### config.mk
export PLATFORM = sky130hd
export DESIGN_NAME = pwm_duty_sequencer
export DESIGN_NICKNAME = d
export VERILOG_FILES = /design/src/rtl/pwm_duty_sequencer.sv
export SDC_FILE = /design/constraint.sdc
export NUM_CORES = 1
export LEC_CHECK = 0
export ABC_AREA = 1
export ABC_CLOCK_PERIOD_IN_PS = 1500
export CAP_MARGIN = 20
export CORE_UTILIZATION = 41
export DETAILED_ROUTE_END_ITERATION = 8
export PLACE_DENSITY = 0.86
export SLEW_MARGIN = 20
export SYNTH_ARGS = -nofsm -noshare
export SYNTH_HDL_FRONTEND = slang
export SYNTH_SLANG_ARGS = --single-unit
### constraint.sdc
create_clock -name clk -period 1.5 [get_ports clk]
set_clock_uncertainty 0.2 [all_clocks]
set_input_delay 0.225 -clock clk [delete_from_list [all_inputs] [get_ports clk]]
set_output_delay 0.225 -clock clk [all_outputs]
set_load 0.01 [all_outputs]
### src/rtl/pwm_duty_sequencer.sv
// Glitch-free duty sequencer: maps samples to a PWM compare word and loads it only at period_end.
// Optional slew limiting of compare changes is enabled by defining SLEW_LIMIT_EN.
module pwm_duty_sequencer #(
   parameter int               DATA_W    = 29,
   parameter int               CMP_W     = 12,
   parameter logic [CMP_W-1:0] RESET_CMP = 12'h800,
   parameter logic [CMP_W-1:0] SLEW_STEP = 12'd64
) (
   input  logic              clk,
   input  logic              rst,
   input  logic              en,
   input  logic              in_valid,
   input  logic [DATA_W-1:0] in_data,
   output logic              in_ready,
   input  logic              period_end,
   output logic [CMP_W-1:0]  compare,
   output logic              upd_pulse,
   output logic              ovf
);

   typedef enum logic {IDLE, HOLD} state_t;

   state_t           state, state_nxt;
   logic [CMP_W-1:0] target, goal, cmp_nxt, mapped;
   logic             sat, accept, upd;

   // Sample bits above the sign must all match it, else the value is out of range
   always_comb begin
      sat = (in_data[DATA_W-1:16] != {(DATA_W-16){in_data[15]}});
      if (sat)
         mapped = in_data[DATA_W-1] ? '0 : '1;
      else
         mapped = {~in_data[15], in_data[14:4]};
   end

   assign goal = en ? target : RESET_CMP;

`ifdef SLEW_LIMIT_EN
   logic unused_bits;
   assign unused_bits = ^in_data[3:0];

   always_comb begin
      cmp_nxt = goal;
      if (goal > compare && (goal - compare) > SLEW_STEP)
         cmp_nxt = compare + SLEW_STEP;
      else if (goal < compare && (compare - goal) > SLEW_STEP)
         cmp_nxt = compare - SLEW_STEP;
   end
`else
   logic unused_bits;
   assign unused_bits = ^{in_data[3:0], SLEW_STEP};
   assign cmp_nxt     = goal;
`endif

   assign upd = period_end && (cmp_nxt != compare);

   always_ff @(posedge clk) begin
      if (rst)
         state <= IDLE;
      else
         state <= state_nxt;
   end

   always_comb begin
      state_nxt = state;
      in_ready  = 1'b0;
      accept    = 1'b0;
      unique case (state)
         IDLE: begin
            in_ready = en;
            accept   = in_valid && en;
            if (accept)
               state_nxt = HOLD;
         end
         HOLD: begin
            if (period_end && cmp_nxt == target)
               state_nxt = IDLE;
         end
         default: state_nxt = IDLE;
      endcase
      if (!en)
         state_nxt = IDLE;
   end

   always_ff @(posedge clk) begin
      if (rst) begin
         compare   <= RESET_CMP;
         target    <= RESET_CMP;
         upd_pulse <= 1'b0;
         ovf       <= 1'b0;
      end else begin
         upd_pulse <= upd;
         if (upd)
            compare <= cmp_nxt;
         if (!en)
            target <= RESET_CMP;
         else if (accept)
            target <= mapped;
         if (accept && sat)
            ovf <= 1'b1;
      end
   end

endmodule

Yosys cells after proc, flatten, opt, wreduce, memory -nomap -nowiden
Cells that the tools add are included.
Widths: inputs -> output; s select.
{"block": "totals", "output_inout_bits": 15, "register_bits": 27, "wordCells": 24, "inputBits": 34}
{"block": "classes", "muxes": 8, "bitwise_logic": 3, "reduce_logical": 5, "n_eq_ne": 3}
{"op": "$mux 12", "count": 3}
{"op": "$ne 13x13->1", "count": 1}
{"op": "$eq 12x12->1", "count": 1}
{"op": "$ne 12x12->1", "count": 1}
{"op": "$logic_and 1x1->1", "count": 4}
{"op": "$mux 1", "count": 4}
{"op": "$not 1->1", "count": 3}
{"op": "$pmux 1 s2", "count": 1}
{"op": "$reduce_or 2->1", "count": 1}

Longest topological paths before layout
Gate-level depths: netlist (run 1).
{"block": "logic_depth", "word_depth": 5, "ltp_mapped": 12, "depth_no_buf": 10}

Least setup slack after synthesis (run 1)
Ideal clock, no wire load.
{"block": "synth_timing", "path_type": "input -> register", "start": "in en", "end": "reg compare[10]", "setup_time_ns": 0.115, "path_stages": 11, "path_slack_ns": -0.080, "arrival_ns": 1.264, "n_path_buf": 3, "required_ns": 1.185, "cell_sequence": "buf_6 buf_6 nand2_1 nand2_1 nand2_1 nand2_1 nor2_1 nand3_2 buf_2 a21oi_1 nor2_1"}
{"block": "synth_between", "elab_chain_cells": 3}
{"element": "start: declaration", "line": "11", "rtl": "input logic en,"}
{"element": "$mux 12 *", "line": "36", "rtl": "assign goal = en ? target : RESET_CMP;"}
{"element": "$ne 12x12->1", "line": "55", "rtl": "assign upd = period_end && (cmp_nxt != compare);"}
{"element": "$logic_and 1x1->1", "line": "55"}
{"element": "end signal: assignment", "line": "94", "rtl": "compare <= cmp_nxt;"}
{"element": "end: declaration", "line": "16", "rtl": "output logic [CMP_W-1:0] compare,"}
Every way passes the cells marked *; elsewhere a longest branch is shown, timed or not.
A chain may end at the register's enable or synchronous reset.

Worst setup path after layout (run 1)
{"block": "layout_timing", "start": "reg compare[9]", "end": "reg compare[8]"}
{"block": "layout_between", "elab_chain_cells": 2}
{"element": "$ne 12x12->1", "line": "55"}
{"element": "$logic_and 1x1->1", "line": "55"}
No other way between the ends.

==> flow_summary.yaml, run 1 <==
place:
  place_area_um2: 2280
  gp_congestion: 0.812
  io_buffers: 44
  dp_hpwl_um: 3180
pwr:
  clkPwrFrac_pct: 17.6
  max-vdd-ir-drop_v: 0.000798
  p_sw_share_pct: 33.4
  p_switching_uw: 631
  seq_power_share_pct: 43.2
  leakagePower_uw: 0.00125
  combPwrFrac_pct: 39.2
  powerDensity_nw_per_um2: 729
  internal_power_uw: 1260
global_routing:
  grt-ovfl-total: 0
  antenna_found_initial: 0
  grt_pass1_vias: 1696
  grt_pass1_wl_um: 7190
  grt_max_degree: 21
  grt.total_usage_pct: 25.8
routing:
  wl_met3_um: 283
  wl_um: 5280
  viasPerCell: 5.34
  dr.first_iter.drc_count: 128
  dr.pass1.iters: 4
  drc: 0
  wire_per_inst_um: 14.8
  vias: 1902
  routed.top_layer: "met4"
  antenna_left: 0
  drt-met1-wl_um: 1990
  dr_wl_met2_um: 2850
worst_setup_path:
  crit_path_max_incr_delay_ps: 370
  r2r-end: "compare[8]"
  reg2reg_slack_ps: -170
  worstSetupPathType: "reg -> reg"
  crit_arrival_ps: 1740
  r2r_cells: 9
  setup.worst_path.end_class: "flip-flop"
  start_kind: "flip-flop"
  slowest_stage: "dfxtp_2"
  critPathMaxFanout: 5
  r2r-start: "compare[9]"
  crit_path_cell_trace: "buf_6 > nand3b_1 > nand3_2 > nor2_4 > nand3_4 > clkbuf_16 > nand3_1 > nand2_1 > nor2_1"
  cp.required_ps: 1570
timing:
  setup_slack_ps: -171
  min_period_ps: 1670
  finalHoldViolCount: 0
  min_period_over_period_pct: 111
  finalSetupViolCount: 13
  worst_pin_slew_ps: 304
  slew_viol_final: 0
  max_clock_freq_mhz: 598
  whs_ps: 222
  max-slew-margin-rel_pct: 79.2
  grt_setup_unrepaired: "true"
clock_network:
  insertion_delay_ps: 350
  cts_buffer_depth: 2
  clkSlewWorstSetupHoldPaths_ps: 160
  cts_made_buffers: 3
  cts_root_buffer: "clkbuf_4"
  ctsHoldBuffers: 0
  cts.sinks: 27
  htree_levels: 1
  cts_tree: "yes"
synth:
  synth_top_area_share_pct: 37.2
  synth_top_area_cell: "dfxtp_1"
  ys_types: 18
  seq_area_frac_synth_pct: 37.2
  synth_cells: 227
  syn_avg_cell_area_um2: 6.40
  netlist_top_cells_area: "dfxtp_1, nand2_1, nand3_1, a21oi_1, nor2_1"
  syn-cell-area_um2: 1450
  yosys_warnings: 0
  synth_seq_cells: 27
  syn_nets: 261
layout:
  multi_input_area_um2: 973
  drive_gt1_share_pct: 43.9
  area_growth_pct: 78.5
  diodes: 0
  layout_common_cells: "nand2_1, buf_4, nand3_1, nor2_1, dfxtp_2"
  final_common_cell: "nand2_1"
  nFillCells: 244
  seq_area_um2: 567
  stdcell_area_um2: 2590
  nNetsFinal: 345
floorplanning:
  die_w_um: 61.5
  coreArea_um2: 3360
  die_h_um: 61.5
  start_util_pct: 43.2
  num_io_pins: 49
  dieArea_um2: 3790
  row_count: 21
run_status:
  violations: "negative setup slack"
  status: "complete, but fails checks"
worst_hold_path:
  min-delay-start: "in_data[4]"
  holdPathStages: 3
  hold_class: "in -> reg"
  hold_end: "target[0]"
run:
  cap_violations: 0
synth_stat cells:
cell and number:
nand2_1 58, nand3_1 39, dfxtp_1 27, nor2_1 27, a21oi_1 23, inv_1 16
o21ai_0 13, buf_2 5, buf_6 4, clkbuf_1 3, nand4_1 3, buf_1 2
nand2_2 2, a2111oi_0 1, and3_1 1, nand3_2 1, nand3b_1 1, nor3_1 1
area by class of cell:
type | instances | share of cell area [%]
multi-input combinational | 170 | 37.5
clock buffer | 3 | 0.869
timing repair buffer | 93 | 35.0
tap | 46 | 2.22
inverter | 16 | 2.32
sequential | 27 | 21.9
clock inverter | 1 | 0.193
metrics by stage:
stage | total power [uW] | utilization [%] | worst slack, ps | instances | setup TNS, ps
after floorplan | 1110 | - | -36.3 | 227 | -390
after global placement | 1380 | 67.8 | -549 | 344 | -12070
after detailed placement | 1400 | 67.8 | -620 | 344 | -13830
after CTS | 1750 | 71.9 | -36.9 | 353 | -278
after global routing | 2000 | 77.1 | -225 | 356 | -2370
final | 1890 | 77.1 | -171 | 356 | -1490
sequential cells by signal, indices dropped and copies added (netlist names):
| name | flops |
|---|---|
| ovf | 1 |
| compare | 12 |
| upd_pulse | 1 |
| state | 1 |
| target | 12 |
power by group through the flow:
stage / registers (uW) / clock network (uW) / logic (uW)
floorplan: 840 / 0 / 274
global placement: 823 / 0 / 554
detailed placement: 825 / 0 / 570
CTS: 813 / 335 / 602
global route: 823 / 380 / 798
finish: 817 / 333 / 741
kinds of logic (layout without fill, tap and decap cells):
family                 count (synthesis)  after routing  share of synthesized area (%)
DFF                                   27             27                           37.2
AOI/OAI and AO/OA                     37             37                           13.0
buffers and inverters                 30            113                           10.2
and+or+nand+nor                      133            133                           39.5
routing by layer:
metal | GRT usage, % | up-vias
met5 | 0 | -
met1 | 28.4 | 905
li1 | - | 915
met3 | 6.51 | 16
met4 | 11.4 | 0
met2 | 46.5 | 66
worst max path at each step:
stage / to / from / depth (start not counted)
3_5_place_dp: compare[5] / en / 13
3_3_place_gp: compare[9] / en / 13
4_1_cts: compare[8] / target[10] / 10
5_1_grt: compare[8] / target[7] / 11
2_1_floorplan: compare[10] / en / 11
6_report: compare[8] / compare[9] / 9
worst max-delay path, delay by kind of cell (launching register included):
family	cells	cell delay, ps
flip-flops	1	370
buffers and inverters	2	300
AND/OR/NAND/NOR	7	720
repair_timing:
action                                  4_1_cts  5_1_grt
endpoints found under the hold margin         0        0
buffers inserted                              6        0
pin swaps                                    13       28
resized for setup                            59       52
endpoints found under the setup margin       40       33
gates cloned                                  1        3
No activity file was read; power rests on OpenSTA's default activity.
==> run 2, diff against run 1 <==
--- a/config.mk
+++ b/config.mk
@@ -8,6 +8,7 @@
 export ABC_AREA = 1
 export ABC_CLOCK_PERIOD_IN_PS = 1500
 export CAP_MARGIN = 20
+export CORE_MARGIN = 8
 export CORE_UTILIZATION = 41
 export DETAILED_ROUTE_END_ITERATION = 8
 export PLACE_DENSITY = 0.86
==> run 2 against run 1 <==
Net effect:
- critical path type unchanged
- via count decreased by 2.4%
- first-iteration DRC count decreased by 20%
- critical path depth unchanged
- final cell count decreased by 1.4%
- sequential power increased by 0.9%
- the flow still finishes with violations (negative setup slack)
- utilization decreased by 3.9 points
- total power decreased by 5.4%
- non-clock buffer count decreased by 5
- worst setup slack improved by 85 ps
- largest power group unchanged
- combinational power decreased by 14%
- sequential cell count unchanged
==> flow_summary.yaml, run 2 (synthesis gave the netlist of run 1 again) <==
worst_setup_path:
  crit_path_cell_trace: "nand2_1 > nand2_1 > nand2_1 > nand3_1 > nor2_2 > nand3_4 > buf_6 > a21oi_4 > nor2_1"
  crit_arrival_ps: 1630
  start_kind: "flip-flop"
  cp.required_ps: 1540
  worstSetupPathType: "reg -> reg"
  crit_path_max_incr_delay_ps: 360
  crit_family: "simple AND/OR/NAND/NOR gates"
  cp_common_cell: "nand2_1"
  cp_num_buf_inv: 1
  slowest_stage: "dfxtp_2"
  critPathMaxFanout: 5
  setup.worst_path.end_class: "flip-flop"
layout:
  finish.utilization_pct: 73.2
  final_cells: 351
  reg_top3: "compare x12, target x12"
  final_common_cell: "nand2_1"
  drive_gt1_share_pct: 38.0
  area_growth_pct: 69.5
  diodes: 0
  nFillCells: 264
  layout_common_cells: "nand2_1, buf_4, nand3_1, clkdlybuf4s50_1, nor2_1"
  nNetsFinal: 340
global_routing:
  grt-ovfl-total: 0
  grt_pass1_vias: 1729
  grt_pass1_wl_um: 7830
  grt_max_degree: 20
  antenna_found_initial: 0
  grt.total_usage_pct: 17.6
timing:
  finalHoldViolCount: 0
  min_period_ps: 1590
  slew_viol_final: 0
  max-slew-margin-rel_pct: 77.2
  grt_setup_unrepaired: "true"
  setup_tns_ps: -648
  min_period_over_period_pct: 106
  max_clock_freq_mhz: 631
  setup_slack_ps: -86.0
  worst_pin_slew_ps: 334
  finalSetupViolCount: 12
floorplanning:
  die_w_um: 75.5
  coreArea_um2: 3360
  die_h_um: 75.5
  row_count: 21
  start_util_pct: 43.2
  dieArea_um2: 5700
  num_io_pins: 49
routing:
  drc: 0
  dr.first_iter.drc_count: 103
  viasPerCell: 5.29
  wire_per_inst_um: 14.4
  antenna_left: 0
  dr.pass1.iters: 4
  wl_um: 5070
  vias: 1857
clock_network:
  htree_levels: 1
  cts_root_buffer: "clkbuf_4"
  ctsHoldBuffers: 0
  cts_made_buffers: 3
  cts_buffer_depth: 2
  insertion_delay_ps: 340
  cts.sinks: 27
  clkSlewWorstSetupHoldPaths_ps: 160
  cts_tree: "yes"
pwr:
  p_sw_share_pct: 33.3
  clkPwrFrac_pct: 18.4
  internal_power_uw: 1190
  max-vdd-ir-drop_v: 0.000617
  p_switching_uw: 595
  seq_power_share_pct: 46.1
  combPwrFrac_pct: 35.5
  powerDensity_nw_per_um2: 727
  leakagePower_uw: 0.00114
  power_uw: 1790
worst_hold_path:
  hold_class: "in -> reg"
place:
  io_buffers: 44
  gp_congestion: 0.781
  place_inst: 342
  dp_hpwl_um: 3350
run_status:
  status: "complete, but fails checks"
  violations: "negative setup slack"
run:
  cap_violations: 0
[run 2: changes by cell type in the layout (fill, tap and decap cells not counted), sizes merged]
cell / delta
clkbuf: -6
clkdlybuf4s15: +1
dlymetal6s2s: -7
dlygate4sd2: +4
buf: -4
clkdlybuf4s50: +7
[run 2: layout make-up]
class	instances	area, um2	area share (%)
timing repair buffer	88	810	32.9
clock inverter	1	5.00	0.203
sequential	27	577	23.4
clock buffer	3	22.5	0.915
multi-input combinational	170	931	37.8
inverter	16	60.1	2.44
tap	46	57.6	2.34
[run 2: per-stage QoR]
step           hold slack [ps]  setup slack, ps  instance area (um2)
6_report                   231            -86.0                 2460
5_1_grt                    226             -183                 2460
4_1_cts                    234            -51.8                 2360
3_5_place_dp               258             -602                 2240
3_3_place_gp               253             -554                 2240
2_1_floorplan             97.4            -36.3                 1530
[run 2: path summary, 6_finish.rpt]
kind,from,end,slack (ps),cells after the start
worst max-delay path,target[8],compare[7],-90,9
worst min-delay path,in_data[7],target[3],230,3
worst max register to register,target[8],compare[7],-90,9
worst min register to register,ovf,ovf,290,2
[run 2: power groups by stage]
stage / clock network [uW] / registers [uW] / logic (uW)
finish: 330 / 824 / 635
global route: 370 / 831 / 691
CTS: 334 / 820 / 574
detailed placement: 0 / 829 / 549
global placement: 0 / 827 / 533
floorplan: 0 / 840 / 274
[run 2: layer usage]
metal / vias to the layer above / part of all wire [%] / GRT usage (%)
met5: - / 0 / 0
met4: 0 / 2.1 / 5.12
met3: 17 / 5.1 / 3.29
met2: 64 / 55 / 32.9
met1: 871 / 38 / 19.4
li1: 905 / - / -
[run 2: worst min-delay path: stages]
cell and delay, ps:
clkdlybuf4s50_1 400, nand3_1 80, a21oi_1 60
[run 2: what timing repair did]
| item | 4_1_cts | 5_1_grt |
|---|---|---|
| resized for setup | 55 | 36 |
| pin swaps | 12 | 12 |
| endpoints found under the setup margin | 40 | 30 |
| setup buffers | 1 | 2 |
| gates cloned | 2 | 0 |
==> run 3, diff against run 2 <==
--- a/config.mk
+++ b/config.mk
@@ -9,9 +9,11 @@
 export ABC_CLOCK_PERIOD_IN_PS = 1500
 export CAP_MARGIN = 20
 export CORE_MARGIN = 8
-export CORE_UTILIZATION = 41
+export CORE_UTILIZATION = 42
+export CTS_BUF_LIST = sky130_fd_sc_hd__clkbuf_8
 export DETAILED_ROUTE_END_ITERATION = 8
-export PLACE_DENSITY = 0.86
+export HOLD_SLACK_MARGIN = 0.08
+export PLACE_DENSITY = 0.88
 export SLEW_MARGIN = 20
 export SYNTH_ARGS = -nofsm -noshare
 export SYNTH_HDL_FRONTEND = slang
==> run 3 against run 2 <==
Net effect:
- the flow still finishes with violations (negative setup slack)
- non-clock buffer count is 2 lower
- total power increased by 6.0%
- first-iteration DRC count increased by 21%
- register-to-register slack better by 30 ps
- utilization rose by 3.1 points
- worst setup slack improved by 26 ps
==> flow_summary.yaml, run 3 (synthesis gave the netlist of run 1 again) <==
layout:
  multi_input_area_um2: 966
  drive_gt1_share_pct: 40.6
  layout_common_cells: "nand2_1, buf_4, nand3_1, nor2_1"
  nNetsFinal: 338
  final_cells: 349
  reg_top3: "compare x12, target x12"
  stdcell_area_um2: 2550
  seq_area_um2: 571
  final_common_cell: "nand2_1"
  nFillCells: 226
  diodes: 0
  area_growth_pct: 75.4
clock_network:
  cts_buffer_depth: 2
  cts_root_buffer: "clkbuf_8"
  insertion_delay_ps: 280
  cts.sinks: 27
  ctsHoldBuffers: 0
  htree_levels: 1
  clkSlewWorstSetupHoldPaths_ps: 90
  cts_tree: "yes"
  cts_made_buffers: 3
worst_setup_path:
  cp_num_buf_inv: 2
  cp_common_cell: "nand2_1"
  crit_arrival_ps: 1540
  worstSetupPathType: "reg -> reg"
  slowest_stage: "dfxtp_1"
  crit_path_cell_trace: "inv_2 > nand2_1 > nand2_1 > nand3_2 > nor2_4 > nand3_4 > buf_6 > a21oi_2 > nor2_1"
  start_kind: "flip-flop"
  setup.worst_path.end_class: "flip-flop"
  critPathMaxFanout: 5
  cp.required_ps: 1480
  crit_path_max_incr_delay_ps: 330
  crit_family: "simple AND/OR/NAND/NOR gates"
pwr:
  p_sw_share_pct: 32.1
  max-vdd-ir-drop_v: 0.000665
  p_switching_uw: 608
  internal_power_uw: 1290
  clkPwrFrac_pct: 22.1
  powerDensity_nw_per_um2: 745
  combPwrFrac_pct: 34.5
  leakagePower_uw: 0.00124
  seq_power_share_pct: 43.4
run_status:
  status: "complete, but fails checks"
  violations: "negative setup slack"
global_routing:
  grt_pass1_vias: 1785
  grt.total_usage_pct: 17.9
  grt_pass1_wl_um: 7910
  antenna_found_initial: 0
  grt-ovfl-total: 0
  grt_max_degree: 21
floorplanning:
  start_util_pct: 43.5
  coreArea_um2: 3340
  row_count: 21
  die_h_um: 74.8
  dieArea_um2: 5600
  die_w_um: 74.8
  num_io_pins: 49
routing:
  vias: 1852
  viasPerCell: 5.31
  dr.first_iter.drc_count: 125
  wl_um: 5200
  dr.pass1.iters: 4
  drc: 0
  antenna_left: 0
  wire_per_inst_um: 14.9
timing:
  grt_setup_unrepaired: "true"
  finalSetupViolCount: 13
  min_period_ps: 1560
  max-slew-margin-rel_pct: 79.0
  finalHoldViolCount: 0
  slew_viol_final: 0
  setup_slack_ps: -60.4
  worst_pin_slew_ps: 308
  min_period_over_period_pct: 104
  max_clock_freq_mhz: 641
worst_hold_path:
  hold_class: "reg -> reg"
place:
  dp_hpwl_um: 3340
  gp_congestion: 0.795
  place_area_um2: 2230
  io_buffers: 44
  pre_cts_slack_ps: -653
  place_inst: 339
run:
  cap_violations: 0
-- run 3: cell type report --
| class | count | share of cell area [%] |
|---|---|---|
| clock inverter | 1 | 0.196 |
| tap | 46 | 2.26 |
| timing repair buffer | 86 | 33.3 |
| sequential | 27 | 22.4 |
| clock buffer | 3 | 1.62 |
| multi-input combinational | 170 | 37.9 |
| inverter | 16 | 2.36 |
-- run 3: timing repair --
action | CTS | global route
cloned | 3 | 0
endpoints found under the setup margin | 42 | 26
gates resized for setup | 60 | 47
pin swaps | 17 | 26
buffers inserted | 0 | 3
-- run 3: tightest hold or removal path, cell delays in order (launching register included) --
cell and delay [ps]:
dfxtp_1 340, a21oi_1 40, nor2_1 70
-- run 3: through the flow --
step	hold WS, ps	total power (uW)	util, %	setup TNS (ps)
after CTS	286	1840	71.4	-376
final	288	1900	76.3	-520
after floorplan	97.4	1110	-	-390
after global placement	248	1360	66.9	-12910
after detailed placement	267	1380	66.9	-14470
after global routing	309	2010	76.3	-1560
-- run 3: routing by layer --
metal	routed length (um)	track usage [%]	up-vias
met4	89	5.22	0
met5	0	0	-
met1	2080	19.0	900
met3	185	3.86	11
li1	-	-	900
met2	2850	34.2	41
-- run 3: path summary, 6_finish.rpt --
path                            slack [ps]  depth (start not counted)         end       start
worst max-delay path                   -60                          9  compare[1]  target[11]
worst min-delay path                   290                          2         ovf         ovf
worst max register to register         -60                          9  compare[1]  target[11]
worst min register to register         290                          2         ovf         ovf
-- run 3: power by group through the flow --
stage | Clock (uW) | Combinational (uW) | Sequential [uW]
6_report | 419 | 654 | 824
5_1_grt | 468 | 707 | 831
4_1_cts | 427 | 600 | 818
3_5_place_dp | 0 | 549 | 829
3_3_place_gp | 0 | 529 | 827
2_1_floorplan | 0 | 274 | 840
